### config.mk
export PLATFORM = sky130hd
export DESIGN_NAME = angle_wrap_to_radians
export DESIGN_NICKNAME = d
export VERILOG_FILES = /design/src/rtl/angle_pkg.sv /design/src/rtl/mod360_step.sv /design/src/rtl/angle_wrap_to_radians.sv
export SDC_FILE = /design/constraint.sdc
export NUM_CORES = 1
export LEC_CHECK = 0
export ABC_AREA = 1
export CAP_MARGIN = 20
export CORE_MARGIN = 2
export CORE_UTILIZATION = 30
export DETAILED_ROUTE_END_ITERATION = 6
export HOLD_SLACK_MARGIN = 0.03
export PLACE_DENSITY_LB_ADDON = 0.1
export SLEW_MARGIN = 20
export SYNTH_ARGS = -nofsm -noshare
export SYNTH_HDL_FRONTEND = slang
export SYNTH_SLANG_ARGS = --single-unit
export TNS_END_PERCENT = 10
### constraint.sdc
create_clock -name clk -period 9.97 [get_ports clk]
set_input_delay 1.994 -clock clk [delete_from_list [all_inputs] [get_ports clk]]
set_output_delay 1.994 -clock clk [all_outputs]
set_load 0.1 [all_outputs]
### src/rtl/angle_pkg.sv
// Shared types and constants for the degree-to-radian converter.
package angle_pkg;

    typedef enum logic [1:0] {
        ANG_DIRECT = 2'd0,
        ANG_WRAP_U = 2'd1,
        ANG_WRAP_S = 2'd2
    } ang_mode_e;

    typedef enum logic [2:0] {
        ST_IDLE,
        ST_REDUCE,
        ST_FIX,
        ST_MUL,
        ST_HOLD
    } ang_state_e;

    localparam int DEG_FULL = 360;
    localparam int DEG_HALF = 180;

    // Rounded pi/180 scaled by 2^frac_bits; evaluated at elaboration only.
    function automatic int deg2rad_fx(input int frac_bits);
        real k;
        k = (3.14159265358979323846 / 180.0) * (2.0 ** frac_bits);
        return $rtoi(k + 0.5);
    endfunction

endpackage

### src/rtl/mod360_step.sv
// One restoring-subtract step of the modulo-360 reduction: r' = r mod-step (360 << k).
module mod360_step
    import angle_pkg::*;
#(
    parameter int IN_BITS = 16,
    parameter int KW      = 3
) (
    input  logic [IN_BITS-1:0] r,
    input  logic [KW-1:0]      k,
    output logic [IN_BITS-1:0] r_next
);

    logic [IN_BITS-1:0] sub;

    // 360 << (IN_BITS-9) still fits in IN_BITS unsigned bits.
    assign sub    = IN_BITS'(DEG_FULL) << k;
    assign r_next = (r >= sub) ? r - sub : r;

endmodule

### src/rtl/angle_wrap_to_radians.sv
// Multi-cycle signed degrees -> fixed-point radians, with optional wrap to [0,360) or [-180,180).
module angle_wrap_to_radians
    import angle_pkg::*;
#(
    parameter int IN_BITS   = 16,
    parameter int FRAC_BITS = 16,
    parameter int OUT_BITS  = 40
) (
    input  logic                       clk,
    input  logic                       rst_n,
    input  logic                       in_valid,
    output logic                       in_ready,
    input  logic signed [IN_BITS-1:0]  in_deg,
    input  logic [1:0]                 in_mode,
    output logic                       out_valid,
    input  logic                       out_ready,
    output logic signed [OUT_BITS-1:0] out_rad,
    output logic signed [IN_BITS-1:0]  out_deg
);

    localparam int NSTEP = IN_BITS - 8;
    localparam int KW    = $clog2(NSTEP);
    localparam logic [KW-1:0] K_TOP = KW'(IN_BITS - 9);
    localparam logic signed [OUT_BITS-1:0] K_FX = OUT_BITS'(deg2rad_fx(FRAC_BITS));

    if (IN_BITS < 10) begin : g_bad_in_bits
        $error("angle_wrap_to_radians: IN_BITS must be >= 10");
    end
    if (OUT_BITS < IN_BITS + FRAC_BITS + 2) begin : g_bad_out_bits
        $error("angle_wrap_to_radians: OUT_BITS must be >= IN_BITS+FRAC_BITS+2");
    end

    ang_state_e                 state;
    ang_mode_e                  mode;
    logic                       neg;
    logic [IN_BITS-1:0]         r;
    logic [KW-1:0]              k;
    logic signed [IN_BITS-1:0]  d;

    logic [IN_BITS-1:0]         r_step;
    logic [IN_BITS-1:0]         r_fix;
    logic signed [IN_BITS-1:0]  d_fix;
    logic signed [OUT_BITS-1:0] d_ext;
    logic signed [OUT_BITS-1:0] prod;

    mod360_step #(
        .IN_BITS (IN_BITS),
        .KW      (KW)
    ) u_step (
        .r      (r),
        .k      (k),
        .r_next (r_step)
    );

    // r is already in [0,359] here, so 360-r and r-360 both stay in range.
    always_comb begin
        r_fix = r;
        if (neg && (r != '0))
            r_fix = IN_BITS'(DEG_FULL) - r;
        d_fix = $signed(r_fix);
        if ((mode == ANG_WRAP_S) && (r_fix >= IN_BITS'(DEG_HALF)))
            d_fix = $signed(r_fix - IN_BITS'(DEG_FULL));
    end

    assign d_ext = {{(OUT_BITS-IN_BITS){d[IN_BITS-1]}}, d};
    assign prod  = d_ext * K_FX;

    always_ff @(posedge clk) begin
        if (!rst_n) begin
            state     <= ST_IDLE;
            mode      <= ANG_DIRECT;
            neg       <= 1'b0;
            r         <= '0;
            k         <= '0;
            d         <= '0;
            in_ready  <= 1'b1;
            out_valid <= 1'b0;
            out_rad   <= '0;
            out_deg   <= '0;
        end else begin
            case (state)
                ST_IDLE: begin
                    if (in_valid) begin
                        in_ready <= 1'b0;
                        neg      <= in_deg[IN_BITS-1];
                        // Magnitude kept unsigned so the most negative input is exact.
                        r        <= $unsigned(in_deg[IN_BITS-1] ? -in_deg : in_deg);
                        d        <= in_deg;
                        k        <= K_TOP;
                        case (in_mode)
                            2'd1: begin
                                mode  <= ANG_WRAP_U;
                                state <= ST_REDUCE;
                            end
                            2'd2: begin
                                mode  <= ANG_WRAP_S;
                                state <= ST_REDUCE;
                            end
                            default: begin
                                mode  <= ANG_DIRECT;
                                state <= ST_MUL;
                            end
                        endcase
                    end
                end
                ST_REDUCE: begin
                    r <= r_step;
                    if (k == '0)
                        state <= ST_FIX;
                    else
                        k <= k - KW'(1);
                end
                ST_FIX: begin
                    d     <= d_fix;
                    state <= ST_MUL;
                end
                ST_MUL: begin
                    out_rad <= prod;
                    out_deg <= d;
                    state   <= ST_HOLD;
                end
                ST_HOLD: begin
                    if (!out_valid) begin
                        out_valid <= 1'b1;
                    end else if (out_ready) begin
                        out_valid <= 1'b0;
                        in_ready  <= 1'b1;
                        state     <= ST_IDLE;
                    end
                end
                default: state <= ST_IDLE;
            endcase
        end
    end

endmodule

Word level (Yosys, flattened, before mapping)
Cells that the tools add are included.
- register bits: 96
- bits of input ports: 22
- output and inout port bits: 58
- logic and storage cells: 71
- add/sub/neg operators: 5
- $mul: 1
- $lt $le $gt $ge: 2
- equal/unequal tests: 13
- shift-type cells: 1
- mux-type cells: 24
- reduce and logical (&&, ||, !) cells: 15
- operator list (cell ; number):
    $mux 16 ; 6
    $pmux 16 s2 ; 2
    $mul 16x9->25 const B ; 1
    $mux 3 ; 6
    $ge 16x16->1 ; 1
    $ge 16x8->1 const B ; 1
    $neg 16->16 ; 1
    $reduce_bool 16->1 ; 1
    $shl 9x3->16 const A ; 1
    $sub 16x16->16 ; 1
    $sub 16x9->16 const B ; 1
    $sub 9x16->16 const A ; 1
    $pmux 3 s5 ; 1
    $ne 2x2->1 const B ; 5
    $reduce_and 4->1 ; 2
    $eq 3x2->1 const B ; 2
    $logic_not 3->1 ; 2
    $pmux 3 s2 ; 1
    $reduce_and 3->1 ; 2
    $reduce_bool 2->1 ; 3
    $mux 1 ; 5
    $eq 2x2->1 const B ; 2
    $pmux 2 s2 ; 1
    $reduce_and 2->1 ; 2
    other kinds (9) ; 10

Longest topological paths before layout
Gate-level depths: netlist of the first run.
- word-level depth: 7
- gate-level depth with buffers: 22

Modules after synthesis
Synthesis of the first run repeated with hierarchy kept, for this count alone.
- cells, all modules: 1357
- area total of the unflattened synthesis: 9056.2 um^2
- modules (own cells, without submodules) (module ; instances ; cells an instance ; area each (um^2) ; sequential area each (um^2)):
    angle_wrap_to_radians ; 1 ; 1125 ; 7792.5 ; 1661.6
    mod360_step ; 1 ; 232 ; 1263.7 ; 0.0

Worst setup path before layout of the first run
No wires, ideal clock.
- kind: reg-to-reg
- start point: register d[2]
- end point: register out_rad[23]
- setup time: 0.115 ns
- data arrival time: 4.178 ns
- setup slack: 5.677 ns
- cell stages (with the launch flop): 22
- path buffers: 0
- path through: dfxtp_1 -> inv_1 -> fa_1 -> inv_1 -> ha_1 -> ha_1 -> inv_1 -> fa_1 -> inv_1 -> ha_1 -> fa_1 -> nand3_1 -> nand3_1 -> a31oi_1 -> o21ai_0 -> nand3_1 -> nand2_1 -> a21oi_1 -> o21ai_0 -> xor2_1 -> o21ai_0 -> inv_1
- word-level cells in the longest chain between the ends: 1
- ends and longest elaborated chain (element ; RTL line ; RTL):
    from (decl) ; angle_wrap_to_radians.sv:38 ; logic signed [IN_BITS-1:0] d;
    from (signal assigned) ; angle_wrap_to_radians.sv:88 ; d <= in_deg;
    from (signal assigned) ; angle_wrap_to_radians.sv:114 ; d <= d_fix;
    $mul 16x9->25 ; angle_wrap_to_radians.sv:66 ; assign prod = d_ext * K_FX;
    to (signal assigned) ; angle_wrap_to_radians.sv:118 ; out_rad <= prod;
    to (decl) ; angle_wrap_to_radians.sv:17 ; output logic signed [OUT_BITS-1:0] out_rad,
Every way passes these cells.
A chain may end at the register's enable or synchronous reset.

Worst setup path after layout of the first run
Same ends and word-level chain as after synthesis.

==> results of run 1 <==
-- stage by stage --
stage	std cells	cell area, sq um	setup WS (ps)	hold slack, ps
final	1630	9610	5170	455
after global routing	1630	9610	4730	498
after CTS	1630	9610	5130	459
after detailed placement	1614	9300	5150	449
after global placement	1614	9300	5190	444
after floorplan	1203	8350	5680	430
-- worst max-delay path, stage by stage (launching register included) --
cell and delay (ps):
dfxtp_1 460, inv_1 150, fa_1 550, inv_1 40, ha_1 280, ha_1 280
inv_1 50, fa_1 520, inv_1 40, ha_1 260, fa_1 490, nand3_1 120
nand3_1 100, a31oi_1 260, o21ai_0 200, nand3_1 110, nand2_1 90, a21oi_1 220
o21ai_0 130, xor2_1 150, o21ai_0 140, inv_1 50
-- flip-flops by register name (all words and copies together), names as in the netlist --
name	count
neg	1
mode	2
out_deg	16
state	3
d	16
r	16
in_ready	1
out_rad	24
k	3
out_valid	1
-- routing by layer --
metal,GRT usage,up-vias
met4,0.0349,0
li1,-,3927
met2,0.296,85
met1,0.212,3398
met5,0,-
met3,0.0192,11
-- synth_stat cells, drive strengths merged, types with 2 or more instances --
library cell,number
o211ai,11
dfxtp,83
a21o,2
a31oi,12
nand2,240
o21ai,98
a221oi,3
a21oi,83
a211oi,5
mux2i,2
clkinv,2
o21bai,2
fa,45
clkbuf,20
nand3b,2
xnor2,10
or2,7
nor3,15
nand3,67
nor2,122
xor2,15
inv,217
buf,25
ha,88
nand4,11
o22ai,2
-- kinds of logic (layout without fill, tap and decap cells) --
kind of cell               after synthesis  after routing
AOI/OAI and AO/OA                      225            225
xor gates and xnor gates                25             25
other                                    1              3
DFF                                     83             83
adders and majority gates              133            133
and+or+nand+nor                        466            466
buffers and inverters                  266            315
muxes                                    2              2
-- layout make-up --
type,count,area (sq um),area share
tap,378,473,0.0492
sequential,83,1660,0.173
clock inverter,7,81.3,0.00846
timing repair buffer,80,786,0.0818
inverter,219,822,0.0855
multi-input combinational,854,5560,0.579
clock buffer,9,225,0.0234
-- path summary, 6_finish.rpt --
| kind | startpoint | endpoint | slack (ps) |
|---|---|---|---|
| max reg2reg | d[2] | out_rad[23] | 5170 |
| max | d[2] | out_rad[23] | 5170 |
| min reg2reg | mode[1] | mode[1] | 460 |
| min | mode[1] | mode[1] | 460 |
==> flow_metrics.py, run 1 <==
metrics = {
    "setup_path": {
        "required_ps": 10220,
        "rr_worst_depth": 21,
        "cp_max_fo": 5,
        "end_kind": "register",
        "startpoint_type": "register",
        "worstSetupPathType": "reg -> reg",
        "cp_data_arrival_time_ps": 5050,
    },
    "job": {
        "maxCapViolCount": 0,
    },
    "logic_synthesis": {
        "seq_area_frac_synth": 0.199,
        "synth-edff-count": 0,
        "synthAdderAreaFrac": 0.240,
        "muxShareOfSynthArea": 0.00240,
        "synth_cells": 1201,
        "synth_top_area_frac": 0.199,
        "yosys.area_share.simple": 0.242,
        "synth_compound_area_frac": 0.153,
        "ys_warn_count": 0,
        "ys_top_cells_by_area": "dfxtp_1, ha_1, fa_1",
        "ys_async_sr_fraction": 0,
        "yosysUniqueCellTypes": 51,
        "synthFlopType": "dfxtp_1",
        "ys_ff_latch": 83,
        "synth_area_sq_um": 8350,
        "synth_area_leader_cell": "dfxtp_1",
        "synth_xor_area_frac": 0.0262,
        "synth_top_family_by_area": "simple AND/OR/NAND/NOR gates",
        "avgSynthCellArea_sq_um": 6.95,
    },
    "clock_tree": {
        "path_clk_slew_ps": 80,
        "ctsLongestPathBuffers": 2,
        "clkSinkCount": 83,
        "hold_buffers": 0,
        "post-cts-setup-buffers": 0,
        "numCtsBuffers": 9,
        "cts_tree": "yes",
        "htree_levels": 3,
        "cts_resized": 0,
        "cts_root_buf": "clkbuf_16",
        "insertion_delay_ps": 360,
    },
    "detailed_routing": {
        "vias_per_cell": 4.55,
        "wl_met3_um": 467,
        "wl_per_cell_um": 14.0,
        "wirelength_um": 22800,
        "drtAntennaViolNets": 0,
        "wl_met2_um": 11200,
        "drtIter0Drc": 287,
        "drcViolationCount": 0,
        "via_count": 7421,
        "wl_met1_um": 10900,
        "dr.pass1.iters": 5,
        "highest_layer": "met4",
    },
    "sta": {
        "hold_viol_final": 0,
        "rsz0062_at_grt": "false",
        "slew_headroom": 0.337,
        "drv_slew": 0,
        "report.final.setup_viol": 0,
        "setup-tns-final_ps": 0,
        "tightest_slew_ps": 991,
        "timing.final.crit_share": 0.481,
        "min_period_ps": 4800,
        "skew_ps": 13.2,
        "fmaxAchievable_mhz": 208,
    },
    "placed_design": {
        "dp_hpwl_um": 18300,
        "io_buffers": 76,
        "place.gp.congestion": 0.852,
    },
    "die": {
        "dieWidth_um": 171,
        "row_count": 61,
        "die-area_sq_um": 29200,
        "core_area_sq_um": 27600,
        "io-pin-count": 80,
        "start_util": 0.303,
        "die_h_um": 171,
    },
    "global_routing": {
        "gr-total-overflow": 0,
        "grt_pass1_wl_um": 38100,
        "grt_pass1_vias": 7498,
        "grt_use_total": 0.165,
        "antenna_found_initial": 0,
        "grt_start_max_net_pins": 59,
    },
    "hold_path": {
        "hold_depth": 2,
        "min_path_type": "reg -> reg",
    },
    "run_status": {
        "status": "finished clean",
    },
    "final_layout": {
        "fin_util": 0.349,
        "nFillCells": 3033,
        "antenna_cells": 0,
        "fin_nets": 1402,
        "drive_above_1_share": 0.0591,
        "layout.cells.most_common": "nand2_1",
        "syn_to_final_growth_pct": 15.1,
        "final_cell_mix": "nand2_1, inv_1, nor2_1, o21ai_0, ha_1",
    },
}
Power of run 1 is left out: the tool's default activity adds up to more than one toggle a clock period on the data nets, which glitch-free logic cannot reach.
==> run 2, diff against run 1 <==
==> constraint.sdc (replaced) <==
create_clock -name clk -period 4.44 [get_ports clk]
set_input_delay 0.888 -clock clk [delete_from_list [all_inputs] [get_ports clk]]
set_output_delay 0.888 -clock clk [all_outputs]
set_load 0.1 [all_outputs]
==> flow_metrics.py, run 2 (synthesized netlist as in run 1, its figures left out) <==
metrics = {
    "sta": {
        "report.final.setup_viol": 0,
        "tightest_slew_ps": 998,
        "layout_setup_ws_ps": 243,
        "fmaxAchievable_mhz": 238,
        "rsz0062_at_grt": "true",
        "skew_ps": 13.6,
        "min_period_ps": 4200,
        "drv_slew": 0,
        "timing.final.crit_share": 0.945,
        "slew_headroom": 0.333,
        "hold_viol_final": 0,
    },
    "clock_tree": {
        "insertion_delay_ps": 350,
        "cts_root_buf": "clkbuf_16",
        "cts_tree": "yes",
        "clkSinkCount": 83,
        "htree_levels": 3,
        "numCtsBuffers": 9,
        "ctsLongestPathBuffers": 2,
        "path_clk_slew_ps": 80,
    },
    "global_routing": {
        "grt_pass1_vias": 7253,
        "grt_start_max_net_pins": 58,
        "grt_use_total": 0.163,
        "gr-total-overflow": 0,
        "antenna_found_initial": 0,
        "grt_pass1_wl_um": 37400,
    },
    "detailed_routing": {
        "dr.pass1.iters": 5,
        "wl_met1_um": 11000,
        "wl_met3_um": 443,
        "wl_per_cell_um": 13.8,
        "drcViolationCount": 0,
        "vias_per_cell": 4.47,
        "wirelength_um": 22900,
        "drtAntennaViolNets": 0,
        "wl_met2_um": 11100,
        "via_count": 7406,
        "drtIter0Drc": 310,
        "highest_layer": "met4",
    },
    "final_layout": {
        "regMostFlops": "out_rad",
        "antenna_cells": 0,
        "final_cell_mix": "nand2_1, inv_1, nor2_1, o21ai_0, ha_1",
        "fin_area_sq_um": 9870,
        "fin_nets": 1429,
        "largest_register_ffs": 24,
        "layout.cells.most_common": "nand2_1",
        "syn_to_final_growth_pct": 18.2,
        "nFillCells": 3028,
        "drive_above_1_share": 0.0852,
    },
    "die": {
        "dieWidth_um": 171,
        "core_area_sq_um": 27600,
        "start_util": 0.303,
        "row_count": 61,
        "die-area_sq_um": 29200,
        "io-pin-count": 80,
        "die_h_um": 171,
    },
    "placed_design": {
        "dp_hpwl_um": 18400,
        "io_buffers": 76,
        "place_area_sq_um": 9510,
        "place_ws_ps": 68.3,
        "place.gp.congestion": 0.855,
    },
    "setup_path": {
        "critical_path.cell_chain": "inv_1, fa_1, inv_1, ha_1, ha_1, inv_1, fa_1, inv_1, ha_1, fa_1, nand3_1, nand3_1, a31oi_2, o21ai_1, nand3_1, nand2_1, a21oi_2, o21ai_0, xor2_1, o21ai_1, inv_1",
        "cp_data_arrival_time_ps": 4450,
        "slowest_stage": "fa_1",
        "end_kind": "register",
        "cpPeakStageDelay_ps": 520,
        "critPathLaunch": "d[3]",
        "required_ps": 4700,
        "worstSetupPathType": "reg -> reg",
        "startpoint_type": "register",
        "cp_max_fo": 4,
        "r2r_start": "d[3]",
        "rr_worst_depth": 21,
        "path_common_cell": "inv_1",
    },
    "hold_path": {
        "hold_depth": 2,
        "min_path_type": "reg -> reg",
        "worstHoldStart": "mode[0]",
    },
    "job": {
        "maxCapViolCount": 0,
    },
    "run_status": {
        "status": "finished clean",
    },
}
run 2: cell count changes in the layout (fill, tap and decap cells not counted), moves of 2 or more:
| cell | change |
|---|---|
| inv_6 | -2 |
| o21ai_0 | -5 |
| dfxtp_2 | +4 |
| clkinv_4 | +2 |
| buf_4 | +27 |
| dfxtp_1 | -4 |
| o21ai_1 | +5 |
run 2: critical path: cells and delay by family (launching register included):
kind                     cells  cell delay, ps
adder cells (fa/ha/maj)      6            2210
AO/OA/AOI/OAI                5             710
AND/OR/NAND/NOR              4             410
flip-flops                   1             330
buffers and inverters        5             290
XOR/XNOR                     1             150
run 2: timing repair:
item | in CTS | in global routing
resized for setup | 0 | 13
setup buffers | 0 | 0
endpoints found under the setup margin | 0 | 8
hold buffers | 0 | 0
run 2: routing by layer:
| metal | up-vias | track usage |
|---|---|---|
| met5 | - | 0 |
| met4 | 0 | 0.0431 |
| met3 | 16 | 0.0197 |
| met2 | 72 | 0.289 |
| met1 | 3345 | 0.209 |
| li1 | 3973 | - |
run 2: worst paths after layout:
kind                       to  slack, ps
setup / recovery  out_rad[23]        240
hold / removal        mode[0]        470
hold reg to reg       mode[0]        470
setup reg to reg  out_rad[23]        240
run 2: metrics by stage:
step           hold WS, ps   util  setup TNS, ps  instances
4_1_cts                472  0.357              0       1657
5_1_grt                494  0.358          -46.1       1657
3_5_place_dp           459  0.345              0       1641
2_1_floorplan          430      -              0       1203
6_report               467  0.358              0       1657
3_3_place_gp           454  0.345              0       1641
run 2: final cells by class:
type	count	area [sq um]	share of cell area
multi-input combinational	854	5580	0.566
sequential	83	1670	0.169
timing repair buffer	107	988	0.100
inverter	219	822	0.0833
tap	378	473	0.0479
clock buffer	9	225	0.0228
clock inverter	7	111	0.0113
Power of run 2 is left out for the same reason.
